File: config.mk
export PLATFORM = sky130hd
export DESIGN_NAME = countdown_ctrl
export DESIGN_NICKNAME = d
export VERILOG_FILES = /design/src/rtl/countdown_ctrl.sv
export SDC_FILE = /design/constraint.sdc
export NUM_CORES = 1
export LEC_CHECK = 0
export CORE_MARGIN = 5
export CORE_UTILIZATION = 42
export CTS_CLUSTER_SIZE = 16
export DETAILED_ROUTE_END_ITERATION = 6
export PLACE_DENSITY = 0.76
export SLEW_MARGIN = 5
export SYNTH_ARGS = -nofsm -noshare
export SYNTH_HDL_FRONTEND = slang
export SYNTH_SLANG_ARGS = --single-unit
File: constraint.sdc
create_clock -name clk -period 2.2 [get_ports clk]
set_input_delay 0.22 -clock clk [delete_from_list [all_inputs] [get_ports clk]]
set_output_delay 0.22 -clock clk [all_outputs]
set_load 0.03 [all_outputs]
File: src/rtl/countdown_ctrl.sv
// countdown_ctrl: sequences one countdown run of the down counter downstream.
// IDLE -> LOAD -> RUN <-> PAUSED -> DONE, with abort back to IDLE from anywhere.
// The counter's decrement is prescaled by PRESCALE; completion raises a single
// done cycle and bumps a saturating run counter.
module countdown_ctrl #(
    parameter int dw          = 8,
    parameter int WIDTH       = 7,
    parameter int PRESCALE    = 4,
    parameter int AUTO_RELOAD = 0
) (
    input  logic          clk,
    input  logic          reset,
    input  logic          start,
    input  logic          pause,
    input  logic          abort,
    input  logic [dw-1:0] count,
    output logic          cnt_reset,
    output logic          cnt_ena,
    output logic          busy,
    output logic          paused,
    output logic          done,
    output logic [7:0]    rounds
);

    localparam int PW = (PRESCALE > 1) ? $clog2(PRESCALE) : 1;
    localparam logic [PW-1:0] PRE_LAST = PW'(PRESCALE - 1);

    // Elaboration-time guards on the parameter set.
    if (PRESCALE < 1) begin : g_bad_prescale
        $error("countdown_ctrl: PRESCALE must be 1 or more");
    end
    if (WIDTH < 0 || WIDTH >= (1 << dw)) begin : g_bad_width
        $error("countdown_ctrl: WIDTH must fit in dw bits");
    end

    typedef enum logic [2:0] {
        S_IDLE   = 3'd0,
        S_LOAD   = 3'd1,
        S_RUN    = 3'd2,
        S_PAUSED = 3'd3,
        S_DONE   = 3'd4
    } state_t;

    state_t        state;
    logic [PW-1:0] pre;
    logic          zero;

    assign zero = (count == '0);

    // Sequencer: abort outranks zero-detect, which outranks pause and start.
    always_ff @(posedge clk) begin
        if (reset) begin
            state  <= S_IDLE;
            pre    <= '0;
            rounds <= '0;
        end else if (abort) begin
            state <= S_IDLE;
        end else begin
            case (state)
                S_IDLE: begin
                    if (start) state <= S_LOAD;
                end
                S_LOAD: begin
                    pre   <= '0;
                    state <= S_RUN;
                end
                S_RUN: begin
                    pre <= (pre == PRE_LAST) ? '0 : pre + 1'b1;
                    if (zero)       state <= S_DONE;
                    else if (pause) state <= S_PAUSED;
                end
                S_PAUSED: begin
                    // pre holds so the prescaler resumes where it stopped
                    if (!pause) state <= S_RUN;
                end
                S_DONE: begin
                    // counted on leaving DONE so an abort here leaves rounds alone
                    if (rounds != 8'hFF) rounds <= rounds + 8'd1;
                    state <= (AUTO_RELOAD != 0) ? S_LOAD : S_IDLE;
                end
                default: state <= S_IDLE;
            endcase
        end
    end

    // Moore decodes of state; cnt_ena also gates on the prescaler and zero so
    // the counter is never stepped below zero.
    always_comb begin
        cnt_reset = (state == S_IDLE) || (state == S_LOAD);
        busy      = (state == S_LOAD) || (state == S_RUN) || (state == S_PAUSED);
        paused    = (state == S_PAUSED);
        done      = (state == S_DONE);
        cnt_ena   = (state == S_RUN) && (pre == PRE_LAST) && !zero;
    end

endmodule

# Yosys cells after proc, flatten, opt, wreduce, memory -nomap -nowiden

Index checks and enable logic that the tools add are counted.

Logic and storage cells: 35
Output and inout bits: 13
Bits in registers: 13

Add/sub/neg operators: 2
Multiplexer cells: 7
Bitwise logic cells: 1
Equal/unequal tests: 9
Reductions and logical operators: 13

Operator list:

| kind                  | count |
|---|---|
| $mux W3               | 4 |
| $pmux W3 S4           | 1 |
| $add A8 B1 Y8 const B | 1 |
| $logic_not A8 Y1      | 1 |
| $ne A8 B8 Y1 const B  | 1 |
| $eq A3 B2 Y1 const B  | 2 |
| $reduce_and A3 Y1     | 2 |
| $ne A2 B2 Y1 const B  | 2 |
| $pmux W2 S2           | 1 |
| $eq A3 B1 Y1 const B  | 1 |
| $eq A3 B3 Y1 const B  | 1 |
| $logic_not A3 Y1      | 1 |
| $logic_or A1 B1 Y1    | 3 |
| $ne A3 B3 Y1 const B  | 1 |
| $add A2 B1 Y2 const B | 1 |
| $eq A2 B2 Y1 const B  | 1 |
| $logic_and A1 B1 Y1   | 2 |
| $mux W2               | 1 |
| $reduce_and A2 Y1     | 1 |
| $reduce_bool A2 Y1    | 1 |
| $reduce_or A2 Y1      | 1 |
| $logic_not A1 Y1      | 1 |
| $not A1 Y1            | 1 |

# Longest topological paths before layout

Gate-level depths: netlist of run 1.

Depth in word-level cells: 3
Depth in mapped cells: 5

# Worst setup path before layout of run 1

OpenSTA, ideal clock, no wires.

Path type: register to output
From: register state[1]
To: output port cnt_ena
Path buffers: 1
Path slack: 0.331 ns
Arrival: 1.649 ns
Cell stages (with the launch flop): 4
Cell sequence: dfxtp_1 -> clkbuf_1 -> or4bb_2 -> a21oi_1

Word-level cells in the longest chain between the ends: 3

Ends and longest elaborated chain:

| what                              | line | source |
|---|---|---|
| start, declared                   | 44   | `state_t state;` |
| start signal, assigned            | 79   | `state <= (AUTO_RELOAD != 0) ? S_LOAD : S_IDLE;` |
| $eq A3 B2 Y1                      | 93   | `cnt_ena = (state == S_RUN) && (pre == PRE_LAST) && !zero;` |
| $logic_and A1 B1 Y1 (2 in series) | 93   |  |
| end, declared                     | 18   | `output logic cnt_ena,` |

No other way between the ends.

# Worst setup path after layout of run 1

From: register pre[0]
To: output port cnt_ena

Word-level cells in the longest chain between the ends: 3

Ends and longest elaborated chain:

| what                              | line | source |
|---|---|---|
| start, declared                   | 45   | `logic [PW-1:0] pre;` |
| start signal, assigned            | 68   | `pre <= (pre == PRE_LAST) ? '0 : pre + 1'b1;` |
| $eq A2 B2 Y1                      | 93   |  |
| $logic_and A1 B1 Y1 (2 in series) | 93   |  |

No other way between the ends.

==> metrics, run 1 <==
CP required=roughly 2000 ps; P_leak=between 0.0003 and 0.0004 uW; vias per cell=around 5.6; Worst R2R End=rounds[7]; most frequent cells in the layout=clkdlybuf4s50_1 (24), dfxtp_1 (13), nor2_1 (10); Layout Cells excl Fill=approximately 130; maximum clock insertion buffer count=2; Post-DRT Antenna Nets=0; Ys Warns=0; dpl hpwl=about 1400 um; drt pass-1 iters=4; Worst-Margin Slew=approximately 440 ps; Clock Root Buffer=clkbuf_4; total gr overflow=0; Post-Syn Area=roughly 700 sq um; Synth cell types=34; DR DRC count=0; die area=roughly 2600 sq um; Avg Cell Area, Syn=approximately 8.6 sq um; final net count=between 100 and 150; max frequency=slightly above 500 MHz; largest net degree at the start of global routing=12; CTS resizes=1; Overall Global Routing Usage=around 15%; antenna violations before repair=0; Crit Path Max Fanout=4; RSZ-0062 raised after global routing=no; Peak VDD IR=roughly 0.34 mV; hold path depth=2; critical path class=reg -> out; register area share after synthesis=36.9%; post-route minimum period=1990 ps; Rel. slew slack=a little over two thirds; Row Count=14; top-level port count=26; synthesis-to-finish area growth=41.2%; GPL Wtd Cong=a little over 0.7; Cells after Synth=82; TNS Setup=0 ps; worst r2r src=state[0]; Register-to-Register Path Depth=5; Hold Violations, Final=0; first-pass GRT wire length=just over 3000 um; FF+latch count, synth=13; DRT iter0 DRCs=5; Port Buffers=25; final WL=1780 um; final setup margin=between 200 and 250 ps; post-place setup slack=approximately 40 ps; TritonCTS clock tree=yes; CP Launch Point=pre[0]; most common cell after layout, fill and taps aside=clkdlybuf4s50_1; Die Ht=between 50 and 60 um; WL per Instance=~14 um; cts bufs inserted=3; reg2reg setup slack=around 450 ps; share of cells above drive strength 1=12.7%; CP endpoint kind=output port; Mapped Nets=97; CTS hold repair buffers=0; antenna cells=0; Chip Width=about 50 um; core box area=1540 sq um; Worst-path clk slew=about 70 ps; Hold WC Path Type=reg -> reg; Final Max Slew Viols=0; final period utilization=90.3%; vias in the first global route=between 600 and 700; # H-tree levels=1; Max Cap Viol=0; Setup Buffers After CTS=0; min-delay src=pre[1]; Pwr Density=approximately 430 nW/um^2; clk_lat worst skew=~270 ps; clk sinks=13; vias post-DR=~710; final setup fails=0; final core utilization=roughly 65%; worst-case clock skew=between 4 and 5 ps; Arr. time, crit path=1770 ps; status=complete, no violations; dpl cells=about 120; CP startpoint kind=register; Hold Path Sink=pre[1]; Initial Utilization=~46%
==> per-layer routing <==
metal	GRT usage, %	routed length (um)
met3	5.52	152
met4	6.38	17
met1	16.8	744
met2	25.2	861
met5	0	0
==> worst max-delay path by stage <==
| stage | endpoint | depth (start not counted) |
|---|---|---|
| 2_1_floorplan | cnt_ena | 3 |
| 3_3_place_gp | cnt_ena | 4 |
| 3_5_place_dp | cnt_ena | 4 |
| 4_1_cts | cnt_ena | 4 |
| 5_1_grt | done | 4 |
| 6_report | cnt_ena | 4 |
==> area by class of cell <==
class                   count  area (sq um)
inverters                   3          11.3
clock buffers               4          26.3
flip-flops and latches     13           260
fillers                   139           547
multi-input cells          62           409
well taps                  16          20.0
repair buffers             28           268
==> synth_stat cells (all sizes together) <==
| master | instances | area [sq um] |
|---|---|---|
| o31ai | 2 | 15.0 |
| ha | 2 | 25.0 |
| buf | 2 | 16.3 |
| and4bb | 1 | 12.5 |
| or3 | 2 | 15.0 |
| a21boi | 1 | 7.51 |
| dfxtp | 13 | 260 |
| nor3b | 1 | 7.51 |
| o211ai | 1 | 7.51 |
| o21ai | 4 | 23.8 |
| and2 | 2 | 12.5 |
| and3 | 1 | 6.26 |
| nand2b | 1 | 6.26 |
| nand3 | 3 | 15.0 |
| nor3 | 1 | 5.00 |
| xnor2 | 1 | 8.76 |
| a2bb2oi | 1 | 8.76 |
| nor2b | 2 | 12.5 |
| o2111ai | 2 | 17.5 |
| a21o | 1 | 8.76 |
| mux2i | 1 | 10.0 |
| or4 | 2 | 15.0 |
| nor4b | 1 | 23.8 |
| a21oi | 8 | 40.0 |
| nand4 | 1 | 6.26 |
| or4bb | 1 | 12.5 |
| inv | 3 | 11.3 |
| clkbuf | 2 | 7.51 |
| nor2 | 10 | 37.5 |
| xor2 | 2 | 17.5 |
| nor4 | 2 | 12.5 |
| nand2 | 5 | 18.8 |
==> power breakdown <==
part	leakage [uW]	internal [uW]	switching [uW]	total (uW)
sequential	0.000105	237	1.25	238
combinational	0.000238	27.9	20.0	47.9
clock	0.0000150	70.3	73.8	144
==> logic make-up after synthesis <==
| kind of cell | synth area share [%] |
|---|---|
| AO/OA/AOI/OAI | 18.3 |
| adder cells (fa/ha/maj) | 3.55 |
| flip-flops | 36.9 |
| multiplexers | 1.42 |
| buffers and inverters | 4.97 |
| XOR/XNOR | 3.73 |
| AND/OR/NAND/NOR | 31.1 |
==> flip-flops by register name, indices dropped and copies added, names as in the netlist <==
| signal | cells |
|---|---|
| pre | 2 |
| rounds | 8 |
| state | 3 |
==> critical path: stages (launching register included) <==
cell,delay (ps)
dfxtp_1,360
ha_1,180
or4bb_2,610
a21oi_1,130
clkbuf_2,220
==> stage by stage <==
stage / total power [uW] / area, sq um / hold slack (ps)
final: 430 / 995 / 483
after global routing: 456 / 995 / 519
after CTS: 436 / 998 / 490
after detailed placement: 292 / 973 / 478
after global placement: 290 / 973 / 468
after floorplan: 262 / 704 / 409
No activity file was read; power rests on OpenSTA's default activity.
==> run 2, diff against run 1 <==
- CORE_UTILIZATION: 42 -> 39
- PLACE_DENSITY: 0.76 -> 0.72
==> metrics, run 2 (same netlist as run 1, synthesis figures left out) <==
drt pass-1 iters=3 (-1); Worst-Margin Slew=419 ps (-22.4 ps); Rel. slew slack=72.0% (+1.5 points); Register-to-Register Path Depth=5 (unchanged); Largest regs=rounds (8), state (3), pre (2); Crit Path Max Fanout=4 (unchanged); CTS hold repair buffers=0 (unchanged); Switch Pwr=99.2 uW (+4.4%); die area=2760 sq um (+6.2%); antenna violations before repair=0 (unchanged); Pwr Density=432 nW/um^2 (-0.13%); Worst path slowest cell=or4bb_2; CP Cell Sequence=ha_1 -> or4bb_2 -> a21oi_1 -> clkbuf_2; Die Ht=52.5 um (+3.0%); final net count=126 (unchanged); antenna cells=0 (unchanged); logic gate share of total power=10.9% (-0.2 points); total gr overflow=0 (unchanged); clk sinks=13 (unchanged); CP Launch Point=pre[0]; clk_lat worst skew=280 ps (about the same); core box area=1730 sq um (+12%); TritonCTS clock tree=yes; Arr. time, crit path=1790 ps (+20 ps); Final Max Slew Viols=0 (unchanged); CP endpoint kind=output port; number of flip-flops in the largest register=8 (unchanged); Max Cap Viol=0 (unchanged); dpl hpwl=1360 um (-1.6%); Worst Setup EP=cnt_ena; vias post-DR=705 (-0.14%); max frequency=499 MHz (-0.91%); synthesis-to-finish area growth=42.8%; Flop pwr share=54.8% (-0.6 points); Hold WC Path Type=reg -> reg; CP required=1980 ps (about the same); most frequent cells in the layout=clkdlybuf4s50_1 (24), dfxtp_1 (13), nor2_1 (10); GPL Wtd Cong=0.765 (+7.0%); Initial Utilization=40.8% (-4.9 points); CP startpoint kind=register; share of cells above drive strength 1=12.7% (unchanged); P_leak=0.000358 uW (unchanged); Hold Violations, Final=0 (unchanged); Port Buffers=25 (unchanged); most common cell after layout, fill and taps aside=clkdlybuf4s50_1; Overall Power=434 uW (+1.0%); WP buf/inv=1 (unchanged); Levels on crit path=4 (unchanged); maximum clock insertion buffer count=2 (unchanged); WL per Instance=12.7 um (-9.9%); first-pass GRT wire length=2970 um (-2.9%); RSZ-0062 raised after global routing=no; final setup fails=0 (unchanged); final period utilization=91.2% (+0.83 points); Worst-path clk slew=80 ps (about the same); CP delay by family, top=simple AND/OR/NAND/NOR gates; Chip Width=52.5 um (+3.0%); vias in the first global route=726 (+8.2%); Post-DP Area=985 sq um (+1.2%); reg2reg setup slack=470 ps (+20 ps); DR DRC count=0 (unchanged); cts bufs inserted=3 (unchanged); DRT iter0 DRCs=2 (-3); final instance area=1010 sq um (+1.1%); crit-path max cell delay=600 ps (about the same); post-route minimum period=2010 ps (+18.2 ps); switching portion of total power=22.8% (+0.73 points); vias per cell=5.22 (-6.8%); clock group share of total power=34.3% (+0.8 points); Post-DRT Antenna Nets=0 (unchanged); Internal=335 uW (about the same); Peak VDD IR=0.298 mV (-12%); final WL=1710 um (-3.5%); # H-tree levels=1 (unchanged); largest net degree at the start of global routing=12 (unchanged); Worst R2R End=rounds[7]; status=complete, no violations; TNS Setup=0 ps (unchanged); post-place setup slack=45.8 ps (+5.57 ps); Biggest register=rounds; top-level port count=26 (unchanged); final setup margin=194 ps (-18.2 ps); final core utilization=58.3% (-6.3 points); critical path class=reg -> out; worst r2r src=state[0]; Clock Root Buffer=clkbuf_4; Overall Global Routing Usage=14.0% (-0.91 points); worst-case clock skew=7.70 ps (+3.60 ps); Row Count=15 (+1)
## run 2: cell counts in the layout (fill, tap and decap cells not counted)
No cell type changed its count.
## run 2: tightest hold or removal path, delay by kind of cell (launching register included)
kind,cells,cell delay (ps)
compound gates,1,50
flops,1,330
simple gates,1,60
## run 2: how the worst min path moves through the flow
stage / cells after the start / startpoint / slack, ps / end
after floorplan: 2 / pause / 410 / state[0]
after global placement: 2 / pre[1] / 470 / pre[1]
after detailed placement: 2 / pre[1] / 480 / pre[1]
after CTS: 2 / pre[1] / 490 / pre[1]
after global routing: 2 / pre[1] / 510 / pre[1]
final: 2 / pre[1] / 490 / pre[1]
## run 2: cell type report
type | count | area, sq um
Fill cell | 175 | 721
Timing Repair Buffer | 28 | 268
Tap cell | 25 | 31.3
Sequential cell | 13 | 260
Inverter | 3 | 11.3
Clock buffer | 4 | 26.3
Multi-Input combinational cell | 62 | 409
## run 2: timing repair
item | 4_1_cts | 5_1_grt
buffers inserted | 0 | 0
resized for setup | 1 | 2
endpoints found under the setup margin | 1 | 1
## run 2: metal layers
metal,track usage (%),part of all wire [%]
met1,14.8,43
met2,25.6,46
met3,3.70,9.1
met4,6.38,2.1
met5,0,0
## run 2: power groups by stage
stage | clock [uW] | sequential, uW | combinational (uW)
3_3_place_gp | 0 | 243 | 46.8
3_5_place_dp | 0 | 244 | 47.8
5_1_grt | 166 | 238 | 50.5
6_report | 149 | 238 | 47.4
4_1_cts | 155 | 238 | 48.0
2_1_floorplan | 0 | 244 | 18.7
## run 2: stage by stage
step,cells,hold slack (ps)
2_1_floorplan,82,409
3_3_place_gp,131,467
3_5_place_dp,131,482
4_1_cts,135,494
5_1_grt,135,513
6_report,135,489
